[src/rtl/instruction_fetch_pkg.sv]
// Shared fetch-stage definitions: default geometry, FSM encodings and the credit rule.
// Combinational helpers only; no state.
// No flow control of its own.
package instruction_fetch_pkg;

    localparam int               ADDR_WIDTH_DEF  = 16;
    localparam int               DATA_WIDTH_DEF  = 16;
    localparam int               QUEUE_DEPTH_DEF = 2;
    localparam logic [15:0]      RESET_PC_DEF    = 16'h0000;

    localparam logic [1:0] ST_IDLE   = 2'd0;
    localparam logic [1:0] ST_FETCH  = 2'd1;
    localparam logic [1:0] ST_HALTED = 2'd2;

    // A read may be issued only if its return is guaranteed a queue slot.
    function automatic logic has_credit(input int count, input int inflight,
                                        input int pop, input int depth);
        return (count + inflight - pop) < depth;
    endfunction

endpackage

[src/rtl/instruction_fetch_queue.sv]
// Small synchronous FIFO of {pc, instruction} entries with flush and occupancy count.
// Latency: push visible at head the cycle after the push edge (no bypass).
// Backpressure: caller must not push when full; flush beats push and pop.
module fetch_queue #(
    parameter int WIDTH = 32,
    parameter int DEPTH = 2
) (
    input  logic                         clock,
    input  logic                         reset,
    input  logic                         flush,
    input  logic                         push,
    input  logic [WIDTH-1:0]             push_data,
    input  logic                         pop,
    output logic [WIDTH-1:0]             head_data,
    output logic                         head_valid,
    output logic [$clog2(DEPTH+1)-1:0]   count
);
    localparam int AW = (DEPTH > 1) ? $clog2(DEPTH) : 1;
    localparam int CW = $clog2(DEPTH + 1);

    logic [WIDTH-1:0] mem [DEPTH];
    logic [AW-1:0]    rd_ptr;
    logic [AW-1:0]    wr_ptr;
    logic             do_push;
    logic             do_pop;

    assign head_valid = (count != '0);
    assign head_data  = head_valid ? mem[rd_ptr] : '0;
    assign do_pop     = pop & head_valid;
    assign do_push    = push & ((count != CW'(DEPTH)) | do_pop);

    always_ff @(posedge clock) begin
        if (!reset || flush) begin
            rd_ptr <= '0;
            wr_ptr <= '0;
            count  <= '0;
        end else begin
            if (do_push) begin
                mem[wr_ptr] <= push_data;
                wr_ptr      <= (wr_ptr == AW'(DEPTH - 1)) ? '0 : wr_ptr + AW'(1);
            end
            if (do_pop) begin
                rd_ptr <= (rd_ptr == AW'(DEPTH - 1)) ? '0 : rd_ptr + AW'(1);
            end
            case ({do_push, do_pop})
                2'b10:   count <= count + CW'(1);
                2'b01:   count <= count - CW'(1);
                default: count <= count;
            endcase
        end
    end

endmodule

[src/rtl/instruction_fetch.sv]
// Fetch stage: holds the PC, issues ROM reads, queues returned words for decode.
// Latency: issue at N -> instruction_valid at N+2; one instruction per cycle sustained.
// Backpressure: issue stalls when queue + in-flight would exceed QUEUE_DEPTH; head holds while !ready.
module instruction_fetch
    import instruction_fetch_pkg::*;
#(
    parameter int                    ADDR_WIDTH  = ADDR_WIDTH_DEF,
    parameter int                    DATA_WIDTH  = DATA_WIDTH_DEF,
    parameter logic [ADDR_WIDTH-1:0] RESET_PC    = RESET_PC_DEF,
    parameter int                    QUEUE_DEPTH = QUEUE_DEPTH_DEF
) (
    input  logic                  clock,
    input  logic                  reset,
    output logic                  rom_select,
    output logic                  rom_read_enable,
    output logic [ADDR_WIDTH-1:0] rom_address,
    input  logic [DATA_WIDTH-1:0] rom_read_data,
    input  logic                  jump,
    input  logic [ADDR_WIDTH-1:0] jump_target,
    input  logic                  halt,
    output logic [DATA_WIDTH-1:0] instruction,
    output logic [ADDR_WIDTH-1:0] instruction_pc,
    output logic                  instruction_valid,
    input  logic                  instruction_ready
);
    localparam int CW = $clog2(QUEUE_DEPTH + 1);

    logic [1:0]            state;
    logic [ADDR_WIDTH-1:0] pc;
    logic [ADDR_WIDTH-1:0] issued_pc;
    logic                  inflight;
    logic [CW-1:0]         count;
    logic                  pop;
    logic                  issue;

    // A jump flushes the queue, so a head presented in the same cycle is not consumed.
    assign pop   = instruction_valid & instruction_ready & ~jump;
    assign issue = reset & ~jump & ~halt & (state == ST_FETCH)
                 & has_credit(int'(count), int'(inflight), int'(pop), QUEUE_DEPTH);

    assign rom_select      = issue;
    assign rom_read_enable = issue;
    assign rom_address     = pc;

    always_ff @(posedge clock) begin
        if (!reset) begin
            state     <= ST_IDLE;
            pc        <= RESET_PC;
            issued_pc <= '0;
            inflight  <= 1'b0;
        end else begin
            inflight <= issue;
            if (issue) begin
                issued_pc <= pc;
            end
            if (jump) begin
                pc <= jump_target;
            end else if (issue) begin
                pc <= pc + ADDR_WIDTH'(1);
            end
            case (state)
                ST_IDLE:   state <= ST_FETCH;
                ST_FETCH:  if (halt) state <= ST_HALTED;
                ST_HALTED: if (!halt && !jump) state <= ST_FETCH;
                default:   state <= ST_IDLE;
            endcase
        end
    end

    // The returning word lands at the same edge as a jump's flush, which discards it.
    fetch_queue #(
        .WIDTH (ADDR_WIDTH + DATA_WIDTH),
        .DEPTH (QUEUE_DEPTH)
    ) u_queue (
        .clock      (clock),
        .reset      (reset),
        .flush      (jump),
        .push       (inflight),
        .push_data  ({issued_pc, rom_read_data}),
        .pop        (pop),
        .head_data  ({instruction_pc, instruction}),
        .head_valid (instruction_valid),
        .count      (count)
    );

endmodule

[config.mk]
export PLATFORM = sky130hd
export DESIGN_NAME = instruction_fetch
export DESIGN_NICKNAME = d
export VERILOG_FILES = /design/src/rtl/instruction_fetch_pkg.sv /design/src/rtl/instruction_fetch_queue.sv /design/src/rtl/instruction_fetch.sv
export SDC_FILE = /design/constraint.sdc
export NUM_CORES = 1
export LEC_CHECK = 0
export BUFFER_PORTS_ARGS = -buffer_cell sky130_fd_sc_hd__buf_2
export CAP_MARGIN = 5
export CORE_UTILIZATION = 43
export CTS_CLUSTER_DIAMETER = 60
export DETAILED_ROUTE_END_ITERATION = 8
export REMOVE_ABC_BUFFERS = 1
export SLEW_MARGIN = 15
export SYNTH_ARGS = -nofsm -noshare
export SYNTH_HDL_FRONTEND = slang
export SYNTH_HIERARCHICAL = 1
export SYNTH_SLANG_ARGS = --single-unit
[constraint.sdc]
create_clock -name clock -period 6.88 [get_ports clock]
set_clock_uncertainty 0.05 [all_clocks]
set_input_delay 1.032 -clock clock [delete_from_list [all_inputs] [get_ports clock]]
set_output_delay 1.032 -clock clock [all_outputs]
set_load 0.02 [all_outputs]
== Word-level counts from Yosys, hierarchy flattened ==
Memories as Yosys holds them, arrays and structs flattened. A register that Yosys moved wholly into a read port is not among the register bits.
Index checks and enable logic that the tools add are counted.

* Input port bits: 37
* Flip-flop bits (word level): 39
* Memories: 1
* Logic and storage cells: 58
* Bits in writable memories: 64
* Output and inout bits: 51

{| class="wikitable"
|+ Memories
! name !! words !! bits a word !! read ports !! clocked after memory_dff !! wr ports !! RTL line !! text
|-
| u_queue.mem || 2 || 32 || 1 || 1 || 1 || instruction_fetch_queue.sv:21 || <nowiki>logic [WIDTH-1:0] mem [DEPTH];</nowiki>
|}

* Reductions and logical operators: 10
* $add $sub $neg: 7
* Bitwise operators: 11
* Eq/ne operators: 7
* Muxes and demuxes: 14
* Order comparisons: 1

{| class="wikitable"
|+ Operator list
! kind !! number
|-
| 16-bit 2-to-1 mux || 2
|-
| 32-bit 2-to-1 mux || 1
|-
| 16-bit by 1-bit adder with 16-bit output, second input constant || 1
|-
| 1-bit bitwise AND || 8
|-
| 1-bit 2-to-1 mux || 7
|-
| 2-bit != test, second input constant || 3
|-
| 2-bit one-hot mux with 3 select lines || 1
|-
| 2-bit nonzero test || 3
|-
| 2-bit by 1-bit equality test with 1-bit output, second input constant || 2
|-
| 2-bit equality test, second input constant || 2
|-
| 4-bit by 3-bit < comparator with 1-bit output, second input constant || 1
|-
| 2-bit 2-to-1 mux || 2
|-
| 2-bit one-hot mux with 2 select lines || 1
|-
| 3-bit by 1-bit subtractor with 4-bit output || 1
|-
| 2-bit by 1-bit adder with 3-bit output || 1
|-
| 1-bit zero test || 3
|-
| 1-bit adder, second input constant || 2
|-
| 2-bit by 1-bit adder with 2-bit output, second input constant || 1
|-
| 2-bit zero test || 1
|-
| 1-bit NOT || 2
|-
| 2-bit AND reduction || 1
|-
| 2-bit by 1-bit subtractor with 2-bit output, second input constant || 1
|-
| 1-bit logical AND || 1
|-
| 1-bit logical OR || 1
|-
| 1-bit bitwise OR || 1
|}

== Depth between registers and ports, before layout ==
* Word-level depth: 9
* Gate-level depth with buffers: 13

== Modules after synthesis ==
The synthesis kept the hierarchy.

{| class="wikitable"
|+ Modules (own cells, without submodules)
! module !! cells an instance !! times used !! area an instance (um^2)
|-
| fetch_queue || 165 || 1 || 2,651.3
|-
| instruction_fetch || 224 || 1 || 1,844.3
|}

== Least setup slack after synthesis ==
OpenSTA, ideal clock, no wires.

* Path kind: input -> register
* From: in jump
* To: mem u_queue.mem[1][0], enable pin
* Buffers on the path: 0
* Path slack: 1,469 ps
* Setup time: 513 ps
* Stages: 4
* Arrival time: 4,848 ps
* Cells stage by stage: inv_1 and3_1 nor3b_2 nor4b_1

* Longest elaborated chain between the ends: 8

{| class="wikitable"
|+ Ends and longest elaborated chain
! what !! RTL line !! text
|-
| start, declared || instruction_fetch.sv:18 || <nowiki>input logic jump,</nowiki>
|-
| 1-bit NOT || instruction_fetch.sv:37 || <nowiki>assign pop = instruction_valid & instruction_ready & ~jump;</nowiki>
|-
| 1-bit bitwise AND || instruction_fetch.sv:37 ||
|-
| via pop || instruction_fetch.sv:33 || <nowiki>logic pop;</nowiki>
|-
| 1-bit bitwise AND || instruction_fetch_queue.sv:29 || <nowiki>assign do_pop = pop & head_valid;</nowiki>
|-
| 1-bit bitwise OR || instruction_fetch_queue.sv:30 || <nowiki>assign do_push = push & ((count != CW'(DEPTH)) | do_pop);</nowiki>
|-
| 1-bit bitwise AND || instruction_fetch_queue.sv:30 ||
|-
| 1-bit 2-to-1 mux || instruction_fetch_queue.sv:38 || <nowiki>if (do_push) begin</nowiki>
|-
| 1-bit 2-to-1 mux || instruction_fetch_queue.sv:33 || <nowiki>if (!reset || flush) begin</nowiki>
|-
| 1-bit 2-to-1 mux (not written as such) || instruction_fetch_queue.sv:39 || <nowiki>mem[wr_ptr] <= push_data;</nowiki>
|-
| end, declared || instruction_fetch_queue.sv:21 ||
|}

The timed path passes the listed nets, and every way through them passes these cells.

== Final worst setup path ==
* From: in jump
* To: out rom_read_enable

* Longest elaborated chain between the ends: 5

{| class="wikitable"
|+ Ends and longest elaborated chain
! what !! RTL line !! text
|-
| 1-bit NOT || instruction_fetch.sv:37 ||
|-
| 1-bit bitwise AND || instruction_fetch.sv:37 ||
|-
| via pop || instruction_fetch.sv:33 ||
|-
| 3-bit by 1-bit subtractor with 4-bit output || instruction_fetch_pkg.sv:18 || <nowiki>return (count + inflight - pop) < depth;</nowiki>
|-
| 4-bit by 3-bit < comparator with 1-bit output || instruction_fetch_pkg.sv:18 ||
|-
| 1-bit bitwise AND || instruction_fetch.sv:39 || <nowiki>& has_credit(int'(count), int'(inflight), int'(pop), QUEUE_DEPTH);</nowiki>
|-
| end, declared || instruction_fetch.sv:15 || <nowiki>output logic rom_read_enable,</nowiki>
|}

The timed path passes the listed nets, and every way through them passes these cells.

==> summary.md <==
| Metric | Value |
|---|---|
| Compound-Gate Fraction of Synth Area | 0.0871 |
| Final Non-Filler Cells | 603 |
| TritonCTS clock tree | built |
| Most frequent cell after synthesis | edfxtp_1 |
| Synth Area in XOR/XNOR | 0.00584 |
| Antenna Nets Post-Route | 0 |
| Port-buffer cells | 87 |
| Fin Hold WS | 407 ps |
| Starting density of the core | 0.452 |
| Post-synth top area cell | edfxtp_1 |
| PostCTS Resize Cnt | 0 |
| Worst-path fanout max | 40 |
| Clock sink total | 104 |
| Detailed Route Iter0 Violations | 253 |
| Ys async rst share | 0 |
| Clk Tree Root Cell | clkbuf_8 |
| Seq cells post-synth | 104 |
| Inst Count DP | 587 |
| Rel. slew slack | 0.273 |
| IO Count | 88 |
| Worst VDD drop | 122 uV |
| Rows | 36 |
| CP Capture Type | primary output |
| Main combinational cell family by area after synthesis | simple AND/OR/NAND/NOR gates |
| Vias | 3312 |
| WL/cell | 15.5 um |
| Status | completed |
| Final setup fails | 0 |
| CP Data Arrival Time | 4170 ps |
| Unrepaired setup endpoints after global routing | false |
| Final GP Congestion | 0.828 |
| Antenna diode count | 0 |
| P per Cell Area | 212 nW/um^2 |
| CP required | 5800 ps |
| Syn Inst Count | 389 |
| Final period utilization | 0.764 |
| Post-synth EDFFs | 64 |
| Die W | 104 um |
| CTS max path bufs | 2 |
| Actual slew at the worst max-slew pin | 1090 ps |
| Fmax | 190 MHz |
| Hold_buf cts | 0 |
| TritonCTS buffer count | 9 |
| # H-tree levels | 3 |
| Clock latency on the worst-skew pair | 350 ps |
| Post-layout util | 0.523 |
| Yosys warnings | 6 |
| Avg Synthesized Cell Area | 11.6 sq um |
| Fin. Hold Viols | 0 |
| Grt total ovfl | 0 |
| Max Slew Vio Count | 0 |
| Vias in the first global route | 3083 |
| Core area | 9950 sq um |
| Post-synthesis to final-layout area growth | 15.8% |
| Vias per cell | 5.49 |
| TritonRoute pass-1 iters | 4 |
| Largest net degree at the start of global routing | 46 |
| Yosys cell types | 45 |
| Synthesized cell area | 4500 sq um |
| Total negative slack | 0 ps |
| CP Launch Type | input pin |
| Synth Flop Type | edfxtp_1 |
| DPL Wire Length | 5.99 mm |
| Clk slew on worst S/H paths | 100 ps |
| Post-CTS Setup Repair Bufs | 0 |
| Lkg Pwr | 1.87 nW |
| Area contributors post-synth | edfxtp_1 (43%), dfxtp_1 (18%), mux2i_1 (8.5%) |
| Remaining DRCs | 0 |
| Post-route minimum period | 5260 ps |
| Die area | 10900 sq um |
| Chip height | 104 um |
| Worst Hold Class | reg -> reg |
| Final wirelength | 9.32 mm |
| Max Cap Viol | 0 |
| GRT Util Overall | 0.175 |
| Post-synthesis simple-gate area fraction | 0.169 |
| Adder-Cell Fraction of Synth Area | 0.0100 |
| First-pass GRT wire length | 15.2 mm |
| Layout cell share with drive strength beyond 1 | 0.249 |
| Post-synth top area share | 0.427 |
| Initial antenna violation count | 0 |
| Mux cell area share after synthesis | 0.0846 |
| Sequential fraction of the synthesis area | 0.606 |
| Top cells by count, synth | edfxtp_1 (64), dfxtp_1 (40), nor2_1 (40) |
| Nets@finish | 505 |
| Crit path kind | in -> out |
-- per-stage QoR --
stage / worst slack (ps) / total power [mW] / cell area, sq um
final: 1620 / 1.10 / 5200
after global routing: 1410 / 1.15 / 5200
after CTS: 1680 / 1.12 / 5200
after detailed placement: 1680 / 0.767 / 5020
after global placement: 1760 / 0.765 / 5020
after floorplan: 915 / 0.730 / 4370
-- final cells by class --
class	count	area, sq um
Fill cell	895	4750
Clock buffer	10	128
Sequential cell	104	2720
Multi-Input combinational cell	248	1620
Clock inverter	6	55.1
Inverter	10	37.5
Timing Repair Buffer	92	473
Tap cell	133	166
-- worst paths after layout --
| check | slack (ps) | depth (start not counted) | from | to |
|---|---|---|---|---|
| worst max-delay path | 1620 | 11 | jump | rom_read_enable |
| worst min register to register | 410 | 0 | issued_pc[14] | u_queue/mem[0][30] |
| worst max register to register | 3800 | 9 | u_queue/count[1] | rom_address[2] |
| worst min-delay path | 410 | 0 | issued_pc[14] | u_queue/mem[0][30] |
-- cell usage in the layout, fill, tap and decap left out, types with 2 or more instances in the layout --
cell type / instances
o21ai_0: 33
clkinvlp_4: 2
inv_1: 10
nor3_1: 4
mux2i_1: 38
buf_4: 5
a21oi_1: 7
a31oi_1: 10
nand2_1: 23
xor2_1: 2
nand4_1: 16
o31ai_1: 7
buf_2: 87
nand2b_1: 3
a32oi_1: 3
clkinv_4: 2
clkbuf_8: 9
inv_8: 2
dfxtp_1: 39
or3_1: 3
ha_1: 2
or4_1: 11
edfxtp_1: 64
nor2_1: 39
and3_1: 7
nor2b_1: 3
nand3_1: 13
and4_1: 4
-- metal layers --
layer,global-route usage,vias to the layer above,share of wire
met3,0.0276,8,0.068
li1,-,1608,-
met4,0.0643,0,0.0077
met1,0.252,1554,0.48
met5,0,-,0
met2,0.267,142,0.45
-- logic make-up after synthesis --
logic type / after synthesis
fa+ha+maj: 3
buf+inv: 37
flops: 104
mux: 38
xor+xnor: 3
compound gates: 66
simple gates: 138
-- critical path, stage by stage --
cell and delay, ps:
buf_2 210, inv_1 830, and3_1 430, nor2b_1 70, o21ai_0 200, fa_1 460, a22oi_1 170, buf_4 310
nor3_2 60, buf_4 210, buf_2 180
-- sequential cells by signal, summed over array words and instances, names as in the netlist, named ones only --
| register | count |
|---|---|
| u_queue/mem | 64 |
| issued_pc | 16 |
| rom_address | 16 |
| state | 2 |
| u_queue/count | 2 |
| inflight | 1 |
| u_queue/rd_ptr | 1 |
| u_queue/wr_ptr | 1 |
-- power breakdown --
part | switching [mW] | internal, mW | leakage (nW) | total (mW)
Clock | 0.214 | 0.138 | 0.0865 | 0.352
Sequential | 0.0153 | 0.669 | 0.889 | 0.684
Combinational | 0.0429 | 0.0261 | 0.897 | 0.0690
Total | 0.272 | 0.833 | 1.87 | 1.10
(Power assumes the default switching activity.)
